===== src/rtl/input_conditioner.sv =====
// Board input conditioner: 2-FF sync, tick-sampled debounce, registered rise/fall/toggle pulses.
// Latency 2 + STABLE_TICKS*TICK_DIV clk worst case; free-running, no backpressure.
module input_conditioner #(
  parameter int N_CH         = 9,
  parameter int CLK_HZ       = 50_000_000,
  parameter int TICK_HZ      = 1000,
  parameter int STABLE_TICKS = 10
) (
  input  logic            clk,
  input  logic            rst_n,
  input  logic [N_CH-1:0] raw_in,
  output logic [N_CH-1:0] clean,
  output logic [N_CH-1:0] rise,
  output logic [N_CH-1:0] fall,
  output logic [N_CH-1:0] toggle,
  output logic            armed,
  output logic            tick
);

  localparam int TICK_DIV = CLK_HZ / TICK_HZ;
  localparam int PRE_W    = (TICK_DIV > 1) ? $clog2(TICK_DIV) : 1;
  localparam int CNT_W    = (STABLE_TICKS > 1) ? $clog2(STABLE_TICKS) : 1;

  localparam logic [PRE_W-1:0] PRE_LAST = PRE_W'(TICK_DIV - 1);
  localparam logic [CNT_W-1:0] CNT_LAST = CNT_W'(STABLE_TICKS - 1);

  logic [N_CH-1:0]  s1;
  logic [N_CH-1:0]  s2;
  logic [PRE_W-1:0] presc;
  logic [CNT_W-1:0] settle_cnt;
  logic             armed_q;

  always_ff @(posedge clk or negedge rst_n) begin
    if (!rst_n) begin
      s1 <= '0;
      s2 <= '0;
    end else begin
      s1 <= raw_in;
      s2 <= s1;
    end
  end

  always_ff @(posedge clk or negedge rst_n) begin
    if (!rst_n) begin
      presc <= '0;
    end else if (presc == PRE_LAST) begin
      presc <= '0;
    end else begin
      presc <= presc + PRE_W'(1);
    end
  end

  assign tick = (presc == PRE_LAST);

  // Settle window: armed goes high on the STABLE_TICKS-th tick after reset.
  always_ff @(posedge clk or negedge rst_n) begin
    if (!rst_n) begin
      settle_cnt <= '0;
      armed_q    <= 1'b0;
    end else if (tick && !armed_q) begin
      if (settle_cnt == CNT_LAST) begin
        armed_q <= 1'b1;
      end else begin
        settle_cnt <= settle_cnt + CNT_W'(1);
      end
    end
  end

  assign armed = armed_q;

  for (genvar i = 0; i < N_CH; i++) begin : g_ch
    logic [CNT_W-1:0] cnt;
    logic             clean_q;
    logic             rise_q;
    logic             fall_q;
    logic             toggle_q;

    // Before arming, clean follows the sampled level silently so held buttons never pulse.
    always_ff @(posedge clk or negedge rst_n) begin
      if (!rst_n) begin
        cnt      <= '0;
        clean_q  <= 1'b0;
        rise_q   <= 1'b0;
        fall_q   <= 1'b0;
        toggle_q <= 1'b0;
      end else begin
        rise_q   <= 1'b0;
        fall_q   <= 1'b0;
        toggle_q <= 1'b0;
        if (tick) begin
          if (!armed_q) begin
            clean_q <= s2[i];
            cnt     <= '0;
          end else if (s2[i] == clean_q) begin
            cnt <= '0;
          end else if (cnt == CNT_LAST) begin
            clean_q  <= s2[i];
            cnt      <= '0;
            rise_q   <= s2[i];
            fall_q   <= ~s2[i];
            toggle_q <= 1'b1;
          end else begin
            cnt <= cnt + CNT_W'(1);
          end
        end
      end
    end

    assign clean[i]  = clean_q;
    assign rise[i]   = rise_q;
    assign fall[i]   = fall_q;
    assign toggle[i] = toggle_q;
  end

endmodule


===== config.mk =====
export PLATFORM = sky130hd
export DESIGN_NAME = input_conditioner
export DESIGN_NICKNAME = d
export VERILOG_FILES = /design/src/rtl/input_conditioner.sv
export SDC_FILE = /design/constraint.sdc
export NUM_CORES = 1
export LEC_CHECK = 0
export ABC_AREA = 1
export BUFFER_PORTS_ARGS = -buffer_cell sky130_fd_sc_hd__buf_2
export CAP_MARGIN = 20
export CORE_MARGIN = 5
export CORE_UTILIZATION = 60
export DETAILED_ROUTE_END_ITERATION = 8
export PLACE_DENSITY = 0.77
export SLEW_MARGIN = 20
export SYNTH_ARGS = -nofsm -noshare
export SYNTH_HDL_FRONTEND = slang
export SYNTH_SLANG_ARGS = --single-unit

===== constraint.sdc =====
create_clock -name clk -period 3.8 [get_ports clk]
set_input_delay 0.57 -clock clk [delete_from_list [all_inputs] [get_ports clk]]
set_output_delay 0.57 -clock clk [all_outputs]
set_load 0.05 [all_outputs]

==> impl_metrics.json, run 1 <==
{
  "outcome": "completed",
  "cts_resized": 0,
  "cts_sinks": 111,
  "multi_input_area_um2": 2370,
  "num_antenna_cells": 0,
  "ir_worst_vdd_uv": 202,
  "finalPower_mw": 1.87,
  "cp.arrival_ns": 2.05,
  "grt_usage_pct": 19.0,
  "die_h_um": 109,
  "grt_pass1_vias": 4242,
  "ios": 49,
  "max_stage_delay_ns": 0.38,
  "dr.pass1.iters": 4,
  "fin_area_um2": 6050,
  "synth_area_um2": 5840,
  "drc_errors": 0,
  "netlist_instances": 668,
  "avgSynthCellArea_um2": 8.74,
  "core_um2": 9640,
  "power_density_nw_per_um2": 309,
  "place_hpwl_um": 7310,
  "vias_per_cell": 5.20,
  "ys_top_cells_by_count": "133 x nand2_1, 111 x dfrtp_1, 69 x inv_1, 67 x nand3_1, 54 x nor2_1",
  "fin_setup_tns_ns": 0,
  "cts_buffer_depth": 2,
  "finalCriticalPeriod_ns": 2.62,
  "htreeDepth": 3,
  "maxCapViolations": 0,
  "vias": 4236,
  "drt-total-wl_um": 10500,
  "synth_edf_count": 0,
  "rsz0062_at_grt": "no",
  "placed_cell_area_um2": 5890,
  "path_delay_family": "simple AND/OR/NAND/NOR gates",
  "register_area_um2": 2780,
  "endpoint_kind": "output port",
  "place_ws_ns": 1.59,
  "num-nets-final": 709,
  "clock_skew_ns": 0.00715,
  "slew_violations": 0,
  "synth-seq-cells": 111,
  "cellLeakagePower_nw": 3.08,
  "cts_root_buf": "clkbuf_8",
  "rows": 36,
  "grtUsageMet3_pct": 4.26,
  "cts-buffers-inserted": 9,
  "layout.cells.non_filler": 814,
  "gp_congestion": 0.887,
  "start_util_pct": 60.6,
  "cp_slowest_cell": "dfrtp_1",
  "finalHoldViolations": 0,
  "start_kind": "flop",
  "ys_warn_count": 0,
  "synth.area.top_cells": "dfrtp_1 48%, nand2_1 8.6%, nand3_1 5.7%",
  "drtIter0Drc": 216,
  "insertion_delay_ns": 0.37,
  "path_buf_inv": 2,
  "antenna_found_initial": 0,
  "dieArea_um2": 11800,
  "setup_viol": 0,
  "met1_usage_pct": 22.2,
  "crit_chain": "ha_1, nand3_1, nor2_2, nand2_4, inv_12, buf_2",
  "period_share_pct": 68.9,
  "fill_cells": 812,
  "wl_per_cell_um": 12.9,
  "yosysMostFrequentCell": "nand2_1",
  "area_delta_synth_final_pct": 3.64,
  "worst-setup-path-type": "reg2out",
  "grt-ovfl-total": 0,
  "slew-limit-headroom_pct": 35.8,
  "portBuffers": 48,
  "netlist.area_leader.share_pct": 47.6,
  "grt_start_max_net_pins": 64,
  "final_layout_size_suffix_gt1_share_pct": 16.3,
  "busiest_layer": "met2",
  "ant_nets": 0,
  "grt_use_met2_pct": 33.9,
  "synth_fp_nets": 700,
  "path_max_fanout": 13,
  "ys_types": 29,
  "fmax_mhz": 382,
  "die_x_um": 109,
  "synth_top_flop_cell": "dfrtp_1",
  "hold_buffers": 0,
  "tightestPinTransition_ns": 0.960,
  "fin_ws_ns": 1.18,
  "critPathRequiredTime_ns": 3.23,
  "synth_seq_area_share_pct": 47.6,
  "postCtsSetupRepairBufs": 0,
  "grt_pass1_wl_um": 18100,
  "clk_pin_slew_ns": 0.10,
  "synthArstFlopShare_pct": 100,
  "yosys.area.top_type": "dfrtp_1",
  "dp.cells": 799,
  "hold_class": "in2async",
  "cts_tree": "built"
}
## placed cells by master, fill, tap and decap left out, types with 2 or more instances in the layout
cell type,Yosys,layout
ha_1,21,21
o21ai_0,12,12
nor2_1,54,54
inv_2,3,3
inv_1,69,69
clkinvlp_4,0,2
nand3_1,67,67
o21ai_1,27,27
dfrtp_1,111,110
nand4_1,25,25
nor2_2,25,25
clkbuf_1,4,2
nand2_1,133,133
xor2_1,16,16
nor3_1,4,4
buf_2,5,47
a21oi_1,19,19
xnor2_1,9,9
nand2_2,3,3
nand3_4,9,9
clkbuf_8,0,9
buf_4,37,3
## registers in the layout (all words and copies together) (netlist names)
signal / flops
g_ch.toggle_q: 9
s1: 9
s2: 9
g_ch.cnt: 36
presc: 16
armed: 1
g_ch.rise_q: 9
g_ch.clean_q: 9
g_ch.fall_q: 9
settle_cnt: 4
## worst paths after layout
check,cells past startpoint,start,to,slack [ns]
setup / recovery,6,presc[0],tick,1.18
hold / removal,1,rst_n,g_ch[6].cnt[0],0.28
setup reg to reg,9,presc[0],g_ch[0].clean_q,1.59
hold reg to reg,0,s1[0],s2[0],0.36
max in group asynchronous,2,rst_n,g_ch[2].fall_q,2.80
min in group clk,1,raw_in[1],s1[1],0.30
## metrics by stage
stage	hold WS (ns)	util [%]
final	0.276	62.8
after global routing	0.277	62.8
after CTS	0.277	62.8
after detailed placement	0.335	61.1
after global placement	0.332	61.1
after floorplan	0.274	-
## final cells by class
class | instances | area share (%)
Sequential cell | 111 | 45.9
Clock buffer | 11 | 2.17
Multi-Input combinational cell | 430 | 39.2
Tap cell | 133 | 2.75
Timing Repair Buffer | 51 | 4.59
Clock inverter | 4 | 0.538
Inverter | 74 | 4.80
## layer usage
layer | share of wire, % | wire [µm] | vias up
met4 | 1.5 | 156 | 0
met2 | 53 | 5520 | 84
met1 | 42 | 4370 | 2014
met3 | 4.2 | 438 | 16
li1 | - | - | 2122
met5 | 0 | 0 | -
## logic make-up (layout without fill, tap and decap cells)
logic type	count (synthesis)	count (layout)	synth area share (%)
AOI/OAI and AO/OA	58	58	4.97
DFF	111	111	47.6
xor gates and xnor gates	25	25	3.75
buffers and inverters	127	140	11.8
adders and majority gates	21	21	4.50
and+or+nand+nor	326	326	27.4
## power breakdown
group	total, mW	internal, mW	switching, mW
Sequential	1.20	1.19	0.00822
Clock	0.624	0.239	0.385
Combinational	0.0451	0.0105	0.0345
Total	1.87	1.44	0.427
No activity file was read; power rests on OpenSTA's default activity.
==> run 2: changes to the inputs <==
Settings changed: CORE_UTILIZATION 60 to 54, PLACE_DENSITY 0.77 to 0.73.
Clock period 3.8 ns to 2.4 ns, I/O delays scaled along.
==> impl_metrics.json, run 2 (same netlist as run 1, synthesis figures left out) <==
{
  "r2r-start": "presc[0]",
  "rsz0062_at_grt": "no",
  "place_hpwl_um": 7680,
  "fin_setup_tns_ns": 0,
  "layout_common_cells": "133 x nand2_1, 110 x dfrtp_1, 69 x inv_1",
  "wl_per_cell_um": 12.9,
  "cts_sinks": 111,
  "dp.cells": 814,
  "cts_root_buf": "clkbuf_8",
  "final_layout_size_suffix_gt1_share_pct": 17.7,
  "hold_depth": 1,
  "tightestPinTransition_ns": 0.676,
  "vias": 4265,
  "place_ws_ns": 0.471,
  "die_x_um": 114,
  "grt_usage_pct": 17.5,
  "period_share_pct": 93.0,
  "worstRegToRegCells": 7,
  "cts-buffers-inserted": 9,
  "antenna_found_initial": 0,
  "clk_pin_slew_ns": 0.11,
  "power_density_nw_per_um2": 508,
  "cp.arrival_ns": 1.87,
  "gp_congestion": 0.886,
  "regMostFlops": "g_ch.cnt",
  "critPathRequiredTime_ns": 2.04,
  "num_antenna_cells": 0,
  "hold_class": "in2reg",
  "vias_per_cell": 5.13,
  "maxCapViolations": 0,
  "min_to": "s1[3]",
  "portBuffers": 48,
  "worst-setup-path-type": "reg2out",
  "cts_tree": "built",
  "path_max_fanout": 13,
  "dr.pass1.iters": 4,
  "drtIter0Drc": 274,
  "area_delta_synth_final_pct": 5.94,
  "die_h_um": 114,
  "finalCriticalPeriod_ns": 2.23,
  "cellLeakagePower_nw": 3.17,
  "start_kind": "flop",
  "endpoint_kind": "output port",
  "fmax_mhz": 448,
  "outcome": "completed",
  "dieArea_um2": 13000,
  "final_common_cell": "nand2_1",
  "r2r-end": "g_ch[0].cnt[0]",
  "grt_pass1_vias": 4264,
  "finalHoldViolations": 0,
  "start_util_pct": 54.6,
  "min_from": "raw_in[3]",
  "drc_errors": 0,
  "clock_skew_ns": 0.0122,
  "grt-ovfl-total": 0,
  "rows": 38,
  "cts_buffer_depth": 2,
  "layout.cells.non_filler": 831,
  "largest_register_ff_count": 36,
  "fin_ws_ns": 0.169,
  "ios": 49,
  "grt_pass1_wl_um": 18700,
  "slew-limit-headroom_pct": 54.9,
  "reg2reg_slack_ns": 0.64,
  "num-nets-final": 718,
  "ant_nets": 0,
  "core_um2": 10700,
  "fin_area_um2": 6180,
  "grt_start_max_net_pins": 46,
  "reg.largest.list": "g_ch.cnt (36), presc (16)",
  "htreeDepth": 3,
  "drt-total-wl_um": 10800,
  "placed_cell_area_um2": 5970,
  "ir_worst_vdd_uv": 274,
  "insertion_delay_ns": 0.38,
  "setup_viol": 0,
  "slew_violations": 0,
  "crit_start": "presc[0]",
  "post-route-util_pct": 57.8
}
[run 2: final cells by class]
class                           instances  area [µm²]
Inverter                               74         290
Sequential cell                       111        2780
Timing Repair Buffer                   60         363
Fill cell                             946        4510
Clock inverter                          6        66.3
Clock buffer                           10         138
Tap cell                              140         175
Multi-Input combinational cell        430        2370
[run 2: worst max-delay path by stage]
stage	endpoint	slack (ns)
after detailed placement	tick	0.47
final	tick	0.17
after CTS	tick	0.03
after floorplan	tick	0.91
after global routing	tick	0.03
after global placement	tick	0.50
[run 2: worst max-delay path, stage by stage (launching register included)]
cell and delay, ns:
dfrtp_1 0.38, ha_1 0.21, nand3_1 0.15, nor2_2 0.19, nand2_4 0.17, inv_12 0.17
buf_4 0.22
[run 2: per-layer routing]
| metal | GRT usage, % | vias up | share of wire [%] | wire, µm |
|---|---|---|---|---|
| met5 | 0 | - | 0 | 0 |
| met4 | 7.05 | 0 | 1.9 | 204 |
| met3 | 2.97 | 22 | 4.0 | 431 |
| met2 | 30.9 | 71 | 51 | 5480 |
| met1 | 21.2 | 2032 | 43 | 4640 |
| li1 | - | 2140 | - | - |
[run 2: per-stage QoR]
step                hold slack, ns  power, mW
floorplan                   0.0644       1.95
global placement             0.333       2.01
detailed placement           0.336       2.01
CTS                         0.0536       3.19
global route                0.0519       3.26
finish                      0.0775       3.14
[run 2: repair_timing]
item	CTS	global route
hold buffers	1	0
endpoints found under the setup margin	0	1
hold endpoints to repair	33	0
gates resized for setup	0	2
buffers inserted	0	0
[run 2: power breakdown]
| group | leakage (nW) | internal [mW] | switching, mW |
|---|---|---|---|
| registers | 1.49 | 1.88 | 0.0126 |
| clock network | 0.107 | 0.518 | 0.650 |
| logic | 1.57 | 0.0199 | 0.0551 |
| total | 3.17 | 2.42 | 0.718 |
